### config.mk
export PLATFORM = sky130hd
export DESIGN_NAME = pulse_count_display
export DESIGN_NICKNAME = d
export VERILOG_FILES = /design/src/rtl/display_pkg.sv /design/src/rtl/hex_to_7seg.sv /design/src/rtl/pulse_count_display.sv
export SDC_FILE = /design/constraint.sdc
export NUM_CORES = 1
export LEC_CHECK = 0
export BUFFER_PORTS_ARGS = -buffer_cell sky130_fd_sc_hd__buf_2
export CORE_AREA = 2 2 110 70
export DETAILED_ROUTE_END_ITERATION = 10
export DIE_AREA = 0 0 112 72
export GPL_TIMING_DRIVEN = 0
export PLACE_DENSITY = 0.7
export SLEW_MARGIN = 20
export SYNTH_ARGS = -nofsm -noshare
export SYNTH_HDL_FRONTEND = slang
export SYNTH_SLANG_ARGS = --single-unit
export TNS_END_PERCENT = 50
### constraint.sdc
create_clock -name clk_in -period 4.2 [get_ports clk_in]
set_clock_uncertainty 0.2 [all_clocks]
set_input_delay 0.21 -clock clk_in [delete_from_list [all_inputs] [get_ports clk_in]]
set_output_delay 0.21 -clock clk_in [all_outputs]
set_load 0.01 [all_outputs]
### src/rtl/display_pkg.sv
// display_pkg: shared constants for the pulse counter display.
//   - REFRESH_DIV_DEFAULT : default per-digit dwell in clk_in cycles
//   - SEG_0 .. SEG_F      : active-low {a,b,c,d,e,f,g} hex glyphs
//   - SEG_BLANK           : all segments off
package display_pkg;

  localparam int REFRESH_DIV_DEFAULT = 50000;

  localparam logic [6:0] SEG_0     = 7'b0000001;
  localparam logic [6:0] SEG_1     = 7'b1001111;
  localparam logic [6:0] SEG_2     = 7'b0010010;
  localparam logic [6:0] SEG_3     = 7'b0000110;
  localparam logic [6:0] SEG_4     = 7'b1001100;
  localparam logic [6:0] SEG_5     = 7'b0100100;
  localparam logic [6:0] SEG_6     = 7'b0100000;
  localparam logic [6:0] SEG_7     = 7'b0001111;
  localparam logic [6:0] SEG_8     = 7'b0000000;
  localparam logic [6:0] SEG_9     = 7'b0000100;
  localparam logic [6:0] SEG_A     = 7'b0001000;
  localparam logic [6:0] SEG_B     = 7'b1100000;
  localparam logic [6:0] SEG_C     = 7'b0110001;
  localparam logic [6:0] SEG_D     = 7'b1000010;
  localparam logic [6:0] SEG_E     = 7'b0110000;
  localparam logic [6:0] SEG_F     = 7'b0111000;
  localparam logic [6:0] SEG_BLANK = 7'b1111111;

endpackage

### src/rtl/hex_to_7seg.sv
// hex_to_7seg: combinational nibble to active-low seven-segment decode.
//   nib_i [3:0] : hex digit
//   seg_o [6:0] : segments {a,b,c,d,e,f,g}, 0 = lit
module hex_to_7seg
  import display_pkg::*;
(
  input  logic [3:0] nib_i,
  output logic [6:0] seg_o
);

  always_comb begin
    seg_o = SEG_BLANK;
    case (nib_i)
      4'h0: seg_o = SEG_0;
      4'h1: seg_o = SEG_1;
      4'h2: seg_o = SEG_2;
      4'h3: seg_o = SEG_3;
      4'h4: seg_o = SEG_4;
      4'h5: seg_o = SEG_5;
      4'h6: seg_o = SEG_6;
      4'h7: seg_o = SEG_7;
      4'h8: seg_o = SEG_8;
      4'h9: seg_o = SEG_9;
      4'hA: seg_o = SEG_A;
      4'hB: seg_o = SEG_B;
      4'hC: seg_o = SEG_C;
      4'hD: seg_o = SEG_D;
      4'hE: seg_o = SEG_E;
      4'hF: seg_o = SEG_F;
      default: seg_o = SEG_BLANK;
    endcase
  end

endmodule

### src/rtl/pulse_count_display.sv
// pulse_count_display: synchronizes debounced inc/dec/clr requests, keeps a
// 16-bit wrapping event count and scans it onto a 4-digit common-anode
// seven-segment display.
//   clk_in        : system clock
//   reset         : synchronous, active-high
//   inc_in/dec_in : asynchronous one-shots, each rising edge counts once
//   clr_in        : asynchronous level clear, highest priority after reset
//   count_out     : current count
//   an            : digit enables, active-low, an[0] = least significant digit
//   seg           : active-low segments {a..g} for the lit digit
module pulse_count_display
  import display_pkg::*;
#(
  parameter int REFRESH_DIV = REFRESH_DIV_DEFAULT
) (
  input  logic        clk_in,
  input  logic        reset,
  input  logic        inc_in,
  input  logic        dec_in,
  input  logic        clr_in,
  output logic [15:0] count_out,
  output logic [3:0]  an,
  output logic [6:0]  seg
);

  localparam logic [15:0] RCNT_LAST = 16'(REFRESH_DIV - 1);

  // [0] = first sync flop, [1] = second sync flop, [2] = edge-detect flop
  logic [2:0]  inc_s_q, dec_s_q;
  logic [1:0]  clr_s_q;
  // Counts edges since reset release; events stay masked until the edge
  // flop holds a real synchronized level, so a pulse that straddles reset
  // is never mistaken for a new edge.
  logic [1:0]  arm_q;
  logic [15:0] count_q, count_d;
  logic [15:0] rcnt_q;
  logic [1:0]  dig_q;
  logic [3:0]  an_q;
  logic [6:0]  seg_q;
  logic [3:0]  nib;
  logic [6:0]  seg_d;
  logic        armed, inc_evt, dec_evt, clr_s;

  assign armed   = (arm_q == 2'd3);
  assign inc_evt = armed & inc_s_q[1] & ~inc_s_q[2];
  assign dec_evt = armed & dec_s_q[1] & ~dec_s_q[2];
  assign clr_s   = clr_s_q[1];

  always_comb begin
    count_d = count_q;
    if (clr_s)                    count_d = 16'h0000;
    else if (inc_evt && dec_evt)  count_d = count_q;
    else if (inc_evt)             count_d = count_q + 16'd1;
    else if (dec_evt)             count_d = count_q - 16'd1;
  end

  always_comb begin
    nib = count_q[3:0];
    case (dig_q)
      2'd0: nib = count_q[3:0];
      2'd1: nib = count_q[7:4];
      2'd2: nib = count_q[11:8];
      2'd3: nib = count_q[15:12];
      default: nib = count_q[3:0];
    endcase
  end

  hex_to_7seg u_dec (
    .nib_i (nib),
    .seg_o (seg_d)
  );

  always_ff @(posedge clk_in) begin
    if (reset) begin
      inc_s_q <= '0;
      dec_s_q <= '0;
      clr_s_q <= '0;
      arm_q   <= '0;
      count_q <= '0;
      rcnt_q  <= '0;
      dig_q   <= '0;
      an_q    <= 4'b1110;
      seg_q   <= SEG_0;
    end else begin
      inc_s_q <= {inc_s_q[1:0], inc_in};
      dec_s_q <= {dec_s_q[1:0], dec_in};
      clr_s_q <= {clr_s_q[0], clr_in};
      if (!armed) arm_q <= arm_q + 2'd1;
      count_q <= count_d;
      if (rcnt_q == RCNT_LAST) begin
        rcnt_q <= '0;
        dig_q  <= dig_q + 2'd1;
      end else begin
        rcnt_q <= rcnt_q + 16'd1;
      end
      // an and seg are loaded from the same dig_q so they always pair up.
      an_q  <= ~(4'b0001 << dig_q);
      seg_q <= seg_d;
    end
  end

  assign count_out = count_q;
  assign an        = an_q;
  assign seg       = seg_q;

endmodule
# After elaboration in Yosys (flattened, before gate mapping)
# Memory sizes are Yosys's and may differ from the RTL's. A register that Yosys moved wholly into a read port is not among the register bits.
# Cells that the tools add are included.
op_classes:
  addsub: 5
  n_eq_ne: 5
  shifts: 1
  mux: 3
  n_bitwise: 8
  n_reduce_logical: 6
op_table:
  columns: ["cell", "count"]
  rows:
  - ["16-bit by 1-bit adder with 16-bit output, second input constant", 2]
  - ["16-bit two-way mux", 2]
  - ["16-bit equality test, second input constant", 1]
  - ["4-bit case mux with 4 select lines", 1]
  - ["16-bit by 1-bit subtractor with 16-bit output, second input constant", 1]
  - ["2-bit equality test, second input constant", 3]
  - ["2-bit by 1-bit adder with 2-bit output, second input constant", 2]
  - ["1-bit AND", 4]
  - ["4-bit inverter", 1]
  - ["2-bit OR reduction", 2]
  - ["1-bit by 2-bit << shifter with 4-bit output, first input constant", 1]
  - ["1-bit inverter", 3]
  - ["2-bit by 1-bit equality test with 1-bit output, second input constant", 1]
  - ["2-bit zero test", 1]
  - ["2-bit AND reduction", 1]
  - ["2-bit nonzero test", 1]
  - ["1-bit logical AND", 1]
totals:
  ff_bits: 48
  rom_bits: 112
  out_inout_bits: 27
  memories: 1
mem_list:
  columns: ["name", "words", "width", "read_ports", "rd_clocked_by_memory_dff", "write_ports", "line", "rtl"]
  rows:
  - ["(no name shown)", 16, 7, 1, 1, 0, "hex_to_7seg.sv:13", "case (nib_i)"]

# Longest topological paths before layout
depth:
  ltp_word: 6
  ltp_mapped: 10

# Hierarchy
# A second synthesis with hierarchy kept.
hier_totals:
  hier_cells: 357
  hier_area_um2: 3104.2
by_module_without_submodules:
  columns: ["mod", "n_inst", "cells_each", "area_each_um2", "seq_area_each_um2"]
  rows:
  - ["pulse_count_display", 1, 325, 2829.0, 1101.1]
  - ["hex_to_7seg", 1, 32, 275.3, 0.0]

# Least setup slack after synthesis
# No wires, ideal clock.
synth_path:
  path_kind: "register to register"
  start: "reg arm_q[0]"
  end: "reg count_q[12], in the netlist count_out[12]"
  setup_time_ns: 0.122
  t_arrival_ns: 2.665
  required_time_ns: 3.878
  path_slack_ns: 1.213
  path_stages_with_launch: 10
  path_buffers: 0
  period_less_slack_ns: 2.987
  path_cell_list: "dfxtp_1 -> ha_1 -> nand3b_1 -> ha_1 -> nor2b_4 -> o31a_1 -> o2111ai_2 -> a21oi_1 -> o21a_1 -> a311o_1"
synth_between:
  elab_chain_cells: 6
synth_rtl:
  columns: ["element", "line", "rtl"]
  rows:
  - ["from (decl)", "pulse_count_display.sv:34", "logic [1:0] arm_q;"]
  - ["from (signal assigned)", "pulse_count_display.sv:88", "if (!armed) arm_q <= arm_q + 2'd1;"]
  - ["2-bit equality test *", "pulse_count_display.sv:44", "assign armed = (arm_q == 2'd3);"]
  - ["1-bit AND (on tied branches) (2 in a row)", "pulse_count_display.sv:45, pulse_count_display.sv:46", null]
  - ["1-bit logical AND", "pulse_count_display.sv:52", "else if (inc_evt && dec_evt) count_d = count_q;"]
  - ["1-bit inverter (no source line)", null, null]
  - ["2-bit AND reduction (no source line)", null, null]
  - ["to (signal assigned)", "pulse_count_display.sv:89", "count_q <= count_d;"]
  - ["to (decl)", "pulse_count_display.sv:35", "logic [15:0] count_q, count_d;"]
# Every way passes the cells marked *; elsewhere a longest branch is shown, timed or not.
# A chain may end at the register's enable or synchronous reset.

# Worst setup path after layout
layout_path:
  start: "reg arm_q[0]"
  end: "reg count_q[13], in the netlist count_out[13]"
# Same word-level chain as after synthesis.

==> key figures <==
Outcome
  • Status: finished clean

CTS
  • CTS tree: yes
  • Cts repair resizes: 0
  • CTS Buffer Depth: 2
  • Cts bufs inserted: 5
  • Root Buffer: clkbuf_16
  • CTS H-tree depth: 2
  • Reg clk slew, reported paths: 80 ps
  • Clock Sinks: 55
  • Later-pin clock latency in the skew report: 300 ps

Cells and area
  • Design Area, Final: 3560 um^2
  • Area delta synth->final: 15.4%
  • Diode count: 0
  • Post-Layout Cell Count: 493
  • Share of layout cells above drive strength 1: 14.4%
  • Final Core Density: 50.6%
  • Final #Nets: 435

Placement
  • Placed Instances: 479
  • Placer congestion estimate: 0.968
  • Post-DP HPWL: 5.38 mm
  • Placed instance area: 3350 um^2
  • PortBufs: 31
  • DP Worst Slack: 693 ps

Synthesis
  • Area share of the largest cell type after synthesis: 35.7%
  • Syn Nets: 391
  • Synthesized area: 3080 um^2
  • Post-Syn Area per Cell: 8.64 um^2
  • Most frequent cell after synthesis: dfxtp_1
  • Fraction of registers with async set/reset: 0%
  • Ys Warns: 0
  • Synth Instances: 357
  • Largest cells by area after synthesis: dfxtp_1 (36%), ha_1 (11%), nor2_1 (5.1%)
  • Synth unique cells: 57
  • Post-synth top area cell: dfxtp_1
  • Ys flop type: dfxtp_1
  • Synth Register Bits: 55
  • Post-synth EDFFs: 0
  • Post-synthesis sequential area ratio: 35.7%
  • Post-synth top cells: dfxtp_1 (55), nor2_1 (42), nand2_1 (32)

Worst setup path
  • Largest stage delay on the critical path: 680 ps
  • Critical-path cell list: ha_1 > nand3b_1 > ha_1 > nand2_1 > o21ai_0 > nand4_1 > a21oi_1 > mux2i_1 > o21ai_0
  • Crit start category: flop
  • Kind of end point of the critical path: flop
  • CP Buf/Inv Count: 0
  • Kind of critical path: reg -> reg
  • Crit path arrival time: 3580 ps
  • CP required: 4180 ps
  • Reg2Reg Depth: 9
  • Family with the most delay on the worst path: adder cells
  • CP max-delay cell: ha_1
  • Worst path depth: 9
  • Crit path max fanout: 18

STA
  • RSZ-0062 raised after global routing: false
  • Final setup fails: 0
  • Rel. slew slack: 44.3%
  • Slew Limit Fails: 0
  • Final WS setup: 591 ps
  • Tmin final: 3610 ps
  • Fin crit share: 85.9%
  • Smallest hold slack: 240 ps
  • Worst-Margin Slew: 827 ps
  • Fmax: 277 MHz
  • Final setup TNS: 0 ps
  • Fin. Hold Viols: 0

Global routing
  • Largest net degree at the start of global routing: 19
  • Antenna violations before repair: 0
  • Total congestion overflow: 0
  • Gr usage total: 18.3%
  • Vias in the first global route: 2,446
  • First-pass GRT wire length: 11.9 mm

Route
  • Post-DR wirelength/cell: 14.4 um
  • DRT iter0 DRCs: 174
  • ANT nets after route: 0
  • Total iterations of the first detailed-routing run: 5
  • Vias: 2,672
  • DRC viols: 0
  • Routed wire length: 7.10 mm
  • Vias/cell: 5.42

Pwr
  • PwrDens: 317 nW/um^2
  • Leakage: 1.52 nW
  • Pwr Total: 1.13 mW
  • Max IR drop VDD: 0.213 mV

Floorplan
  • Die area: 8060 um^2
  • Chip Width: 112 um
  • CORE AREA: 7030 um^2
  • Row count: 24
  • Num ports: 32
  • Initial Utilization: 43.9%
  • Die Y: 72 um

Min path
  • Hold Path Depth: 1
  • Worst hold path class: reg -> reg

Job
  • Max Cap Viol: 0
## registers in the layout, indices dropped and copies added (netlist names)
signal and cells:
an 4, clr_s_q 2, seg 7, rcnt_q 16, dig_q 2, count_out 16, arm_q 2, dec_s_q 3
inc_s_q 3
## cells in the final DEF, fill, tap and decap left out, types with 4 or more instances in the layout
master / instances
dfxtp_1: 55
nor2_1: 42
buf_2: 37
nand2_1: 32
ha_1: 28
a21oi_1: 24
nand3_1: 16
inv_1: 12
o21ai_0: 12
xnor2_1: 12
nor2b_1: 11
nor3_1: 10
xor2_1: 10
nand4_1: 7
mux2i_1: 7
nand2b_1: 6
dlygate4sd3_1: 6
a21o_1: 5
clkbuf_1: 5
clkbuf_16: 5
nand3b_1: 4
## what timing repair did
action                    4_1_cts  5_1_grt
buffers inserted                0        0
hold buffers                    6        0
hold endpoints to repair        4        0
## worst paths after layout
| check | slack (ps) | from | end |
|---|---|---|---|
| worst max-delay path | 590 | arm_q[0] | count_out[13] |
| worst max register to register | 590 | arm_q[0] | count_out[13] |
| worst min-delay path | 240 | inc_s_q[0] | inc_s_q[1] |
| worst min register to register | 240 | inc_s_q[0] | inc_s_q[1] |
## cell type report
class                      instances  area (um^2)
tap                               91          114
clock inverter                     2         17.5
multi-input combinational        279         1890
inverter                          12         45.0
timing repair buffer              37          215
buffer                            11         48.8
fill                             661         3470
sequential                        55         1100
clock buffer                       6          129
## power by group
part | internal, mW | switching [mW]
clock | 0.224 | 0.197
sequential | 0.537 | 0.0127
combinational | 0.0694 | 0.0900
total | 0.830 | 0.300
## logic make-up after synthesis
family	share of synthesized area, %
xor+xnor	6.25
mux	3.86
flops	35.7
fa+ha+maj	12.0
compound gates	15.7
buf+inv	3.04
simple gates	23.4
## metal layers
metal	wire length [um]	part of all wire (%)	GRT usage, %
met1	3740	53	27.2
met2	2770	39	26.7
met3	489	6.9	4.01
met4	98	1.4	5.42
met5	0	0	0
No activity file was read; power rests on OpenSTA's default activity.
